--- config.mk ---
export PLATFORM = sky130hd
export DESIGN_NAME = ex_operand_stage
export DESIGN_NICKNAME = d
export VERILOG_FILES = /design/src/rtl/ex_operand_stage.sv
export SDC_FILE = /design/constraint.sdc
export NUM_CORES = 1
export LEC_CHECK = 0
export ABC_AREA = 1
export ABC_CLOCK_PERIOD_IN_PS = 7200
export CORE_ASPECT_RATIO = 1.4
export CORE_MARGIN = 5
export CORE_UTILIZATION = 33
export DETAILED_ROUTE_END_ITERATION = 6
export PLACE_DENSITY_LB_ADDON = 0.1
export SETUP_SLACK_MARGIN = 0.2
export SYNTH_ARGS = -nofsm -noshare
export SYNTH_HDL_FRONTEND = slang
export SYNTH_SLANG_ARGS = --single-unit
--- constraint.sdc ---
create_clock -name clk -period 7.2 [get_ports clk]
set_input_delay 2.16 -clock clk [delete_from_list [all_inputs] [get_ports clk]]
set_output_delay 2.16 -clock clk [all_outputs]
set_load 0.01 [all_outputs]
--- src/rtl/ex_operand_stage.sv ---
// Operand stage in front of the execute ALU: a one-deep holding register fed by decode,
// with EX/MEM and MEM/WB forwarding and load-use stall detection.
module ex_operand_stage #(
    parameter int XLEN = 32
) (
    input  logic            clk,
    input  logic            rst_n,
    input  logic            flush,

    input  logic            id_valid,
    output logic            id_ready,
    input  logic [XLEN-1:0] id_pc,
    input  logic [4:0]      id_rs1_addr,
    input  logic [4:0]      id_rs2_addr,
    input  logic [XLEN-1:0] id_rs1_data,
    input  logic [XLEN-1:0] id_rs2_data,
    input  logic [XLEN-1:0] id_imm,
    input  logic            id_a_sel_pc,
    input  logic            id_b_sel_imm,
    input  logic [3:0]      id_alu_op,
    input  logic            id_cmp_unsigned,
    input  logic [4:0]      id_rd_addr,

    input  logic            exm_valid,
    input  logic            exm_is_load,
    input  logic [4:0]      exm_rd_addr,
    input  logic [XLEN-1:0] exm_rd_data,

    input  logic            mwb_valid,
    input  logic [4:0]      mwb_rd_addr,
    input  logic [XLEN-1:0] mwb_rd_data,

    output logic            ex_valid,
    input  logic            ex_ready,
    output logic [XLEN-1:0] alu_a,
    output logic [XLEN-1:0] alu_b,
    output logic [3:0]      alu_operation_type,
    output logic            comparison_mode,
    output logic [XLEN-1:0] ex_pc,
    output logic [4:0]      ex_rd_addr,
    output logic [XLEN-1:0] ex_rs2_value
);

    logic            held_valid;
    logic [XLEN-1:0] held_pc;
    logic [4:0]      held_rs1_addr;
    logic [4:0]      held_rs2_addr;
    logic [XLEN-1:0] held_rs1_data;
    logic [XLEN-1:0] held_rs2_data;
    logic [XLEN-1:0] held_imm;
    logic            held_a_sel_pc;
    logic            held_b_sel_imm;
    logic [3:0]      held_alu_op;
    logic            held_cmp_unsigned;
    logic [4:0]      held_rd_addr;

    logic [XLEN-1:0] fwd_rs1;
    logic [XLEN-1:0] fwd_rs2;
    logic            hazard;
    logic            consume;
    logic            accept;
    logic            refresh_rs1;
    logic            refresh_rs2;

    // EX/MEM results are newer than MEM/WB, but a load's EX/MEM value is only an address.
    function automatic logic [XLEN-1:0] fwd_value(
        input logic [4:0]      addr,
        input logic [XLEN-1:0] stored
    );
        logic [XLEN-1:0] value;
        if (addr == 5'd0)
            value = '0;
        else if (exm_valid && !exm_is_load && (exm_rd_addr == addr))
            value = exm_rd_data;
        else if (mwb_valid && (mwb_rd_addr == addr))
            value = mwb_rd_data;
        else
            value = stored;
        return value;
    endfunction

    always_comb begin
        fwd_rs1 = fwd_value(held_rs1_addr, held_rs1_data);
        fwd_rs2 = fwd_value(held_rs2_addr, held_rs2_data);
    end

    // rs2 is checked even for immediate forms because stores still need it as data.
    always_comb begin
        hazard = held_valid && exm_valid && exm_is_load && (exm_rd_addr != 5'd0) &&
                 (((exm_rd_addr == held_rs1_addr) && !held_a_sel_pc) ||
                  (exm_rd_addr == held_rs2_addr));
    end

    assign ex_valid    = held_valid && !hazard;
    assign consume     = ex_valid && ex_ready;
    assign id_ready    = !held_valid || consume;
    assign accept      = id_valid && id_ready && !flush;

    assign refresh_rs1 = mwb_valid && (mwb_rd_addr == held_rs1_addr) && (held_rs1_addr != 5'd0);
    assign refresh_rs2 = mwb_valid && (mwb_rd_addr == held_rs2_addr) && (held_rs2_addr != 5'd0);

    always_ff @(posedge clk or negedge rst_n) begin
        if (!rst_n) begin
            held_valid        <= 1'b0;
            held_pc           <= '0;
            held_rs1_addr     <= '0;
            held_rs2_addr     <= '0;
            held_rs1_data     <= '0;
            held_rs2_data     <= '0;
            held_imm          <= '0;
            held_a_sel_pc     <= 1'b0;
            held_b_sel_imm    <= 1'b0;
            held_alu_op       <= '0;
            held_cmp_unsigned <= 1'b0;
            held_rd_addr      <= '0;
        end else if (flush) begin
            held_valid <= 1'b0;
        end else if (accept) begin
            held_valid        <= 1'b1;
            held_pc           <= id_pc;
            held_rs1_addr     <= id_rs1_addr;
            held_rs2_addr     <= id_rs2_addr;
            held_rs1_data     <= id_rs1_data;
            held_rs2_data     <= id_rs2_data;
            held_imm          <= id_imm;
            held_a_sel_pc     <= id_a_sel_pc;
            held_b_sel_imm    <= id_b_sel_imm;
            held_alu_op       <= id_alu_op;
            held_cmp_unsigned <= id_cmp_unsigned;
            held_rd_addr      <= id_rd_addr;
        end else if (consume) begin
            held_valid <= 1'b0;
        end else if (held_valid) begin
            // Capture writebacks that retire during a stall so they are not lost.
            if (refresh_rs1)
                held_rs1_data <= mwb_rd_data;
            if (refresh_rs2)
                held_rs2_data <= mwb_rd_data;
        end
    end

    assign alu_a              = held_a_sel_pc  ? held_pc  : fwd_rs1;
    assign alu_b              = held_b_sel_imm ? held_imm : fwd_rs2;
    assign alu_operation_type = held_alu_op;
    assign comparison_mode    = held_cmp_unsigned;
    assign ex_pc              = held_pc;
    assign ex_rd_addr         = held_rd_addr;
    assign ex_rs2_value       = fwd_rs2;

endmodule

==> flow_summary.ini, run 1 <==
[placement]
placed_cell_area_um2 = 13100
place_ws_ps = 318
portBuffers = 371
place.gp.congestion = 0.914
dp_hpwl_um = 28100

[drt]
wire_per_inst_um = 19.6
initialDrtViolationCount = 606
drc = 0
drtAntennaViolNets = 0
wirelength_um = 40400
vias = 10400
vias_per_cell = 5.01
drtPass1Iterations = 7

[timing]
period_minus_slack_ps = 6820
finalHoldViolCount = 0
max_slew_margin_pct = 18.3
fmax_mhz = 147
tightest_slew_ps = 1220
rsz0062_at_grt = false
skew_ps = 8.08
setup_slack_ps = 376
period_share_pct = 94.8
setup_viol = 0
finalSetupTns_ps = 0
drv_slew = 0

[synthesis]
netlist_instances = 1370
yosysWarnings = 0
synth_seq_cells = 151
synth_area_um2 = 9100
avgSynthCellArea_um2 = 6.64
ys.flop_type = dfrtp_1
synth.yosys.seq_area_share_pct = 41.5
async_flop_share_pct = 100
ys_types = 27
synth_nets = 1602
synth_edf_count = 0

[power]
leakage_nw = 6.63
intPower_w = 0.00216
p_sw_share_pct = 34.6
clkPwrFrac_pct = 27.2
total_power_w = 0.00331
p_sw_w = 0.00115
power_frac_seq_pct = 34.9
irDropWorstVdd_mv = 0.149
power_density_nw_per_um2 = 242
pwr-share-comb_pct = 38.0

[worst_setup_path]
worst_ep_required_time_ps = 5040
critPathMaxFanout = 38
worstSetupPathType = primary input to primary output
endpoint_kind = primary output
start_kind = primary input
timing.rr.start = held_a_sel_pc$_DFFE_PN0P_
r2r_cells = 12
rrSetupSlack_ps = 3500
reg2reg_to = held_rs1_data[11]$_DFFE_PN0P_
crit_arrival_ps = 4660

[final_layout]
multiInputGateArea_um2 = 4720
nFillCells = 2835
syn2layout_area_growth_pct = 50.3
num-nets-final = 1915
seqCellArea_um2 = 3780
final_common_cell = nand2_1
final_cell_mix = 556 x nand2_1, 370 x clkdlybuf4s50_1, 177 x nand3_1
fin_area_um2 = 13700
final_core_util_pct = 49.8
drive_gt1_share_pct = 4.07

[floorplanning]
rows = 72
chipHeight_um = 207
dieArea_um2 = 31100
die_w_um = 150
pin_count = 372
core_um2 = 27500
initial_core_util_pct = 33.1

[cts]
root_buffer = clkbuf_16
tritoncts = yes
cts.sink_count = 151
cts_hold_buffers = 0
clk_latency_ps = 430
clock_path_buffers = 2
ctsHtreeMaxLevel = 4
clkTransAtPathRegs_ps = 60
cts_buffers = 17

[hold_path]
hp-start = ex_rd_addr[2]$_DFFE_PN0P_
hp-class = register to register
min_path_cells = 2
hold_path_end = ex_rd_addr[2]$_DFFE_PN0P_

[global_routing]
grtUsageTotal_pct = 25.5
antenna_found_initial = 2
grt_overflow_total = 0
grt_pass1_wl_um = 60300
grt_max_degree = 97
grt_pass1_vias = 10400

[status]
status = completed

[run]
maxCapViolations = 0
-- worst max-delay path: stages --
cell	delay [ps]
clkdlybuf4s50_1	540
o22ai_1	120
a211oi_1	310
nand3_2	180
buf_12	210
o21ai_0	160
a21oi_1	80
o21ai_0	240
clkdlybuf4s50_1	640
-- timing repair --
action / in CTS / in global routing
setup buffers: 0 / 3
setup endpoints to repair: 0 / 4
gates resized for setup: 0 / 1
-- power groups by stage --
stage	Combinational, W	Clock [W]	Sequential [W]
after floorplan	0.000554	0	0.00113
after global placement	0.00126	0	0.00116
after CTS	0.00127	0.000920	0.00115
after global routing	0.00137	0.000949	0.00117
final	0.00126	0.000899	0.00115
after detailed placement	0.00126	0	0.00117
-- cells in the mapped netlist (3+ instances only) --
master,count,area (um2)
a21oi_1,46,230
dfrtp_1,151,3780
a211oi_1,32,240
o21ai_0,122,611
o22ai_1,3,18.8
clkbuf_1,51,191
xor2_1,7,61.3
o21ai_1,8,40.0
nand4_1,3,18.8
nand3_1,180,901
buf_1,3,11.3
inv_1,56,210
nor2_1,89,334
buf_2,37,185
buf_4,9,67.6
nand2_1,559,2100
-- worst max-delay path by stage --
stage / endpoint / startpoint
floorplan: alu_b[10] / exm_rd_addr[0]
global placement: alu_b[6] / mwb_rd_addr[1]
detailed placement: alu_b[6] / mwb_rd_addr[1]
CTS: alu_b[6] / mwb_rd_addr[1]
global route: alu_a[20] / mwb_rd_addr[1]
finish: alu_a[9] / mwb_rd_addr[1]
-- kinds of logic after synthesis --
logic type | synth area share, %
XOR/XNOR | 0.770
flip-flops | 41.5
buffers and inverters | 7.52
AND/OR/NAND/NOR | 37.5
AO/OA/AOI/OAI | 12.7
-- state kept, by name, indices dropped and copies added (netlist names) --
name,flops
ex_pc,32
held_imm,32
held_rs1_data,32
held_rs2_data,32
ex_rd_addr,5
held_rs1_addr,5
held_rs2_addr,5
alu_operation_type,4
comparison_mode,1
held_a_sel_pc,1
held_b_sel_imm,1
held_valid,1
-- metrics by stage --
step | hold WS (ps) | std cells
floorplan | 442 | 1370
global placement | 454 | 2031
detailed placement | 458 | 2031
CTS | 474 | 2061
global route | 496 | 2065
finish | 469 | 2066
-- final cells by class --
class                           count  share of cell area, %
Antenna cell                        2                 0.0366
Clock buffer                       21                   3.37
Clock inverter                      9                  0.750
Inverter                           58                   1.59
Multi-Input combinational cell   1060                   34.5
Sequential cell                   151                   27.6
Tap cell                          370                   3.38
Timing Repair Buffer              395                   28.7
-- metal layers --
| layer | vias to the layer above | track usage, % | routed length [um] |
|---|---|---|---|
| met5 | - | 0 | 8 |
| met2 | 356 | 46.1 | 20900 |
| met3 | 52 | 5.86 | 2910 |
| li1 | 5068 | - | - |
| met1 | 4877 | 29.6 | 15700 |
| met4 | 2 | 7.91 | 906 |
(Power assumes the default switching activity.)
==> run 2: changes to the inputs <==
ABC_CLOCK_PERIOD_IN_PS = not set   (was 7200)
CORE_ASPECT_RATIO = not set   (was 1.4)
==> run 2 against run 1 <==
Net effect:
- cell count down 1.7%
- sequential share of layout area up 0.13 points
- combinational power about the same
- critical path depth up 2
- global-route usage down 0.99 points
- first-iteration DRC count up 39%
- sequential power about the same
- clock power up 2.7%
- critical endpoint is now alu_b[28]
==> flow_summary.ini, run 2 (synthesis gave the netlist of run 1 again) <==
[placement]
dp_hpwl_um = 27100
place_inst = 1998
portBuffers = 371
place.gp.congestion = 0.915

[drt]
drtAntennaViolNets = 0
wl_met1_um = 16400
dr_wl_met2_um = 18600
wire_per_inst_um = 19.4
top_layer = met5
vias_per_cell = 5.15
wirelength_um = 39300
vias = 10400
drc = 0
wl_met3_um = 3230
drtPass1Iterations = 5
initialDrtViolationCount = 845

[worst_setup_path]
reg2reg_to = held_rs1_data[7]$_DFFE_PN0P_
rrSetupSlack_ps = 3380
worst_ep_required_time_ps = 5040
worstSetupPathType = primary input to primary output
slowest_stage = clkdlybuf4s50_1
critPathMaxFanout = 65
r2r_cells = 12
timing.rr.start = held_a_sel_pc$_DFFE_PN0P_
cp_cell_sequence = clkdlybuf4s50_1 -> xor2_1 -> a21oi_1 -> nand3_4 -> buf_12 -> nor2_1 -> a211oi_1 -> nor2_1 -> nand2_1 -> nand2_1 -> clkdlybuf4s50_1
start_kind = primary input
crit_buf_inv = 3
cp_slowest_stage_delay_ps = 540
endpoint_kind = primary output
crit_family = buffers and inverters
crit_arrival_ps = 4650
cp.depth = 11

[cts]
cts_setup_buffers = 0
tritoncts = yes
clk_latency_ps = 440
cts_hold_buffers = 0
clkTransAtPathRegs_ps = 70
cts_resized = 0
root_buffer = clkbuf_16
cts_buffers = 17
ctsHtreeMaxLevel = 4
cts.sink_count = 151
clock_path_buffers = 2

[run]
maxCapViolations = 0

[power]
total_power_w = 0.00332
power_density_nw_per_um2 = 244
irDropWorstVdd_mv = 0.125
leakage_nw = 6.61

[floorplanning]
rows = 60
initial_core_util_pct = 33.7
die_w_um = 176
chipHeight_um = 176
core_um2 = 27000
pin_count = 372
dieArea_um2 = 31000

[global_routing]
grt_pass1_wl_um = 59800
grt_max_degree = 91
grt_overflow_total = 0
grt_pass1_vias = 10500
antenna_found_initial = 4
grtUsageTotal_pct = 24.5

[hold_path]
min_path_cells = 2
hp-start = held_imm[13]$_DFFE_PN0P_
hold_path_end = held_imm[13]$_DFFE_PN0P_
hp-class = register to register

[final_layout]
final_common_cell = nand2_1
drive_gt1_share_pct = 3.85
num-nets-final = 1908
antennaDiodeCount = 0
syn2layout_area_growth_pct = 49.6
final_cells = 2030
final_cell_mix = 556 x nand2_1, 370 x clkdlybuf4s50_1, 177 x nand3_1

[timing]
tightest_slew_ps = 1240
rsz0062_at_grt = false
finalSetupTns_ps = 0
skew_ps = 13.5
fmax_mhz = 147
max_slew_margin_pct = 17.3
drv_slew = 0
period_share_pct = 94.6
setup_viol = 0
period_minus_slack_ps = 6810
finalHoldViolCount = 0

[status]
status = completed
==> run 2: cell count changes in the layout (fill, tap and decap cells not counted), moves of 4 or more <==
cell,change
inv_6,+6
clkinv_2,-4
inv_8,+4
buf_4,-9
==> run 2: layout make-up <==
class,instances,area [um2]
fill,2745,13400
multi-input combinational,1060,4700
timing repair buffer,388,3910
sequential,151,3780
tap,341,427
clock buffer,17,425
inverter,58,218
clock inverter,15,156
==> run 2: power breakdown <==
group / switching, W / leakage [nW] / internal, W
combinational: 0.000627 / 4.51 / 0.000620
sequential: 0.000131 / 1.82 / 0.00102
clock: 0.000430 / 0.283 / 0.000493
total: 0.00119 / 6.61 / 0.00213
==> run 2: worst min-delay path, delay by kind of cell (launching register included) <==
kind          cells  cell delay [ps]
simple gates      2              100
flops             1              340
==> run 2: worst max path at each step <==
stage,slack [ps],endpoint,from
floorplan,1540,alu_b[10],exm_rd_addr[0]
global placement,430,alu_b[28],mwb_rd_addr[1]
detailed placement,430,alu_b[28],mwb_rd_addr[1]
CTS,410,alu_b[28],mwb_rd_addr[1]
global route,220,alu_a[1],mwb_rd_addr[2]
finish,390,alu_b[28],mwb_rd_addr[1]
==> run 2: metal layers <==
layer,vias to the layer above,track usage (%)
li1,5049,-
met3,66,6.70
met1,4904,30.9
met2,421,40.7
met4,8,7.76
met5,-,0
==> run 2: per-stage QoR <==
| stage | hold slack, ps | util, % | setup slack [ps] | cell area (um2) |
|---|---|---|---|---|
| finish | 473 | 50.4 | 389 | 13600 |
| global route | 494 | 50.4 | 220 | 13600 |
| CTS | 474 | 50.4 | 408 | 13600 |
| detailed placement | 458 | 48.2 | 433 | 13000 |
| global placement | 453 | 48.2 | 435 | 13000 |
| floorplan | 442 | - | 1540 | 9100 |
==> RTL change 1, RTL diff (flow settings as in run 2) <==
`XLEN`: 32 -> 64.
--- a/src/rtl/ex_operand_stage.sv
+++ b/src/rtl/ex_operand_stage.sv
@@ -2,5 +2,5 @@
 // with EX/MEM and MEM/WB forwarding and load-use stall detection.
 module ex_operand_stage #(
-    parameter int XLEN = 32
+    parameter int XLEN = 64
 ) (
     input  logic            clk,
Interface: changed (10 resized); port bits go from 372 to 692. No check against the original RTL was run, so the function may have changed too.
==> RTL change 1 against run 2 <==
Final area grew 88%. Count of clock-buffer cells in the layout grew 38. Area after synthesis grew 84%. Sequential cell count grew 128. Via count grew 86%. Total power grew 95%. Wire length grew 110%. Setup slack lost 0.16 ns. Largest cell class unchanged.
==> RTL change 1: results (changes against run 2) <==
clocking:
  ctsHtreeMaxLevel: 2  # -2
  clk_latency_ns: 0.55  # +0.11 ns
layout:
  nNetsFinal: 3548  # +86%
  design_area_um2: 25500  # +88%
  n_fill_cell: 5053  # +84%
  multi_input_area_share_pct: 33.2  # -1.3 points
  final_layout_size_suffix_gt1_share_pct: 3.81  # -0.036 points
  antenna_cells: 21  # +21
  final_cells: 3841  # +89%
  n_clock_buffer: 55  # +38
  seq_area_um2: 6990  # +85%
global_route:
  grt_max_degree: 151  # +66%
  grt_pass1_wl_um: 124000  # +110%
  grt_pass1_vias: 19100  # +83%
  use_met1_pct: 35.7  # +4.8 points
  grt_use_total_pct: 28.6  # +4.2 points
power:
  p_int_mw: 4.21  # +98%
  peakVddDrop_v: 0.000162  # +29%
  cellLeakagePower_nw: 12.8  # +93%
critical_path:
  r2r-end: "ex_pc[47]$_DFFE_PN0P_"
  cp-endpoint: "alu_b[43]"
  cpPeakStageDelay_ns: 0.61  # +0.07 ns
route:
  first_iter_violations: 1561  # +85%
  wirelength_met1_um: 33100  # +100%
  wirelength_um: 83100  # +110%
sta:
  tightest_slew_ns: 1.05  # -0.191 ns
  fin_hold_ws_ns: 0.476  # +0.00368 ns
  finClkSkew_ns: 0.0204  # +0.00695 ns
logic_synthesis:
  synth-seq-cells: 279  # +85%
  synthDistinctLibCells: 26  # -3.7%
  yosys.area_share.xor_xnor_pct: 0.314  # -0.46 points
  synth.avg_cell_area_um2: 6.57  # -1.1%
min_path:
  worstHoldStart: "held_imm[35]$_DFFE_PN0P_"
placement:
  numPortBuffers: 691  # +86%
  place_ws_ns: 0.0251  # -0.408 ns
run_status:
  status: "finished, final reports clean"
die:
  die_w_um: 235  # +34%
RTL change 1: cell types whose count changed after synthesis, moves of 3 or more:
cell / run 2 / this run
o21bai_1: 0 / 64
nand2_1: 559 / 1164
dfrtp_1: 151 / 279
nand3_1: 180 / 201
clkbuf_1: 51 / 124
a211oi_1: 32 / 0
o21ai_0: 122 / 393
buf_4: 9 / 3
buf_2: 37 / 58
xor2_1: 7 / 4
a21oi_1: 46 / 68
o21ai_1: 8 / 3
nor2_1: 89 / 10
inv_1: 56 / 153
RTL change 1: power by group through the flow:
stage | Sequential, mW | Clock (mW) | Combinational [mW]
3_3_place_gp | 2.16 | 0 | 2.49
5_1_grt | 2.19 | 1.93 | 2.71
2_1_floorplan | 2.10 | 0 | 1.08
6_report | 2.15 | 1.82 | 2.50
4_1_cts | 2.15 | 1.87 | 2.52
3_5_place_dp | 2.17 | 0 | 2.51
==> RTL change 2, RTL diff (config.mk and constraints of run 2) <==
Made on the original files. Reset style: synchronous (`rst_n`), changed in one clocked block.
--- a/src/rtl/ex_operand_stage.sv
+++ b/src/rtl/ex_operand_stage.sv
@@ -100,5 +100,5 @@
     assign refresh_rs2 = mwb_valid && (mwb_rd_addr == held_rs2_addr) && (held_rs2_addr != 5'd0);
 
-    always_ff @(posedge clk or negedge rst_n) begin
+    always_ff @(posedge clk) begin
         if (!rst_n) begin
             held_valid        <= 1'b0;
Behaviour: differs if rst_n is asserted again (counterexample within 4 cycles, from zero or initial values and one cycle with rst_n low); with rst_n held inactive, the same outputs for 4 cycles.
==> RTL change 2 against run 2 <==
Wire length is 7.2% lower. Sequential cell count stayed put. Die area is 2.9% lower. Area after synthesis is 3.1% lower. Setup slack better by 0.024 ns. Maximum frequency is 0.35% higher. Sequential share of layout area is 4.9 points lower. Via count is 0.72% higher. Final area is 3.0% lower.
Power is not compared: it rests on default switching activity, and its combinational part moved more than twofold at a synthesized area within 25%.
==> RTL change 2: results (changes against run 2) <==
logic_synthesis:
  synthArstFlopShare_pct: 0  # -100 points
  seq_area_frac_synth_pct: 34.3  # -7.2 points
  synthDistinctLibCells: 25  # -7.4%
  synth_area_leaders: "dfxtp_1, nand2_1, o21ai_0, nor2_1, a21oi_1"
  synthCells: 1473  # +7.5%
layout:
  n_clock_buffer: 19  # +2
  final_cells: 2115  # +4.2%
  sh_seq_area_pct: 22.9  # -4.9 points
  buffers: 384  # -1.0%
  n_fill_cell: 2723  # -0.80%
  final_layout_size_suffix_gt1_share_pct: 3.66  # -0.19 points
global_route:
  grt_pass1_vias: 10200  # -3.0%
  grt_max_degree: 113  # +24%
  grt_use_total_pct: 23.3  # -1.1 points
  grt_antenna_before_repair: 3  # -1
  grt_use_met3_pct: 6.28  # -0.42 points
critical_path:
  cpPeakStageDelay_ns: 0.58  # +0.04 ns
  crit_start: "mwb_rd_addr[2]"
  r2r_start: "held_a_sel_pc$_SDFFE_PN0P_"
  cp-endpoint: "alu_b[10]"
  r2r-end: "held_rs2_data[19]$_SDFFE_PN0P_"
  r2r_slack_ns: 3.69  # +0.31 ns
run_status:
  status: "finished, final reports clean"
placement:
  dpl.hpwl_um: 25500  # -5.7%
  place_ws_ns: 0.406  # -0.0271 ns
  placed_cell_area_um2: 12600  # -3.7%
  globalplace.congestion: 0.883  # -3.5%
route:
  first_iter_violations: 708  # -16%
  vias_per_cell: 4.98  # -3.3%
sta:
  finClkSkew_ns: 0.0131  # -0.000373 ns
  fin_crit_sh_pct: 94.3  # -0.33 points
==> RTL change 2: routing by layer <==
metal	wire, um	vias up	part of all wire [%]
li1	-	5311	-
met1	15900	4798	44
met2	16900	351	46
met3	2670	59	7.3
met4	1050	4	2.9
met5	28	-	0.077
==> RTL change 2: cell families (layout without fill, tap and decap cells) <==
logic type                Yosys count  in the layout  share of synthesized area [%]
AOI/OAI and AO/OA                 367            367                           21.0
DFF                               151            151                           34.3
xor gates and xnor gates            6              6                          0.596
other                               0              2                              0
and+or+nand+nor                   715            715                           32.6
buffers and inverters             234            539                           11.6
==> RTL change 2: power groups by stage <==
stage | sequential (mW) | clock (mW) | combinational, mW
after floorplan | 0.917 | 0 | 0.263
after global placement | 0.921 | 0 | 0.551
after detailed placement | 0.922 | 0 | 0.553
after CTS | 0.903 | 1.01 | 0.557
after global routing | 0.908 | 1.05 | 0.613
final | 0.903 | 0.991 | 0.555
==> RTL change 2: worst min path at each step <==
stage	startpoint	slack, ns	to	cells past startpoint
2_1_floorplan	held_imm[0]$_SDFFE_PN0P_	0.42	held_imm[0]$_SDFFE_PN0P_	2
3_3_place_gp	held_imm[21]$_SDFFE_PN0P_	0.43	held_imm[21]$_SDFFE_PN0P_	2
3_5_place_dp	held_imm[21]$_SDFFE_PN0P_	0.44	held_imm[21]$_SDFFE_PN0P_	2
4_1_cts	held_imm[21]$_SDFFE_PN0P_	0.45	held_imm[21]$_SDFFE_PN0P_	2
5_1_grt	held_imm[18]$_SDFFE_PN0P_	0.46	held_imm[18]$_SDFFE_PN0P_	2
6_report	held_imm[23]$_SDFFE_PN0P_	0.44	held_imm[23]$_SDFFE_PN0P_	2
==> RTL change 2: timing repair <==
action	CTS	global route
setup endpoints to repair	0	14
gates resized for setup	0	6
hold endpoints to repair	0	0
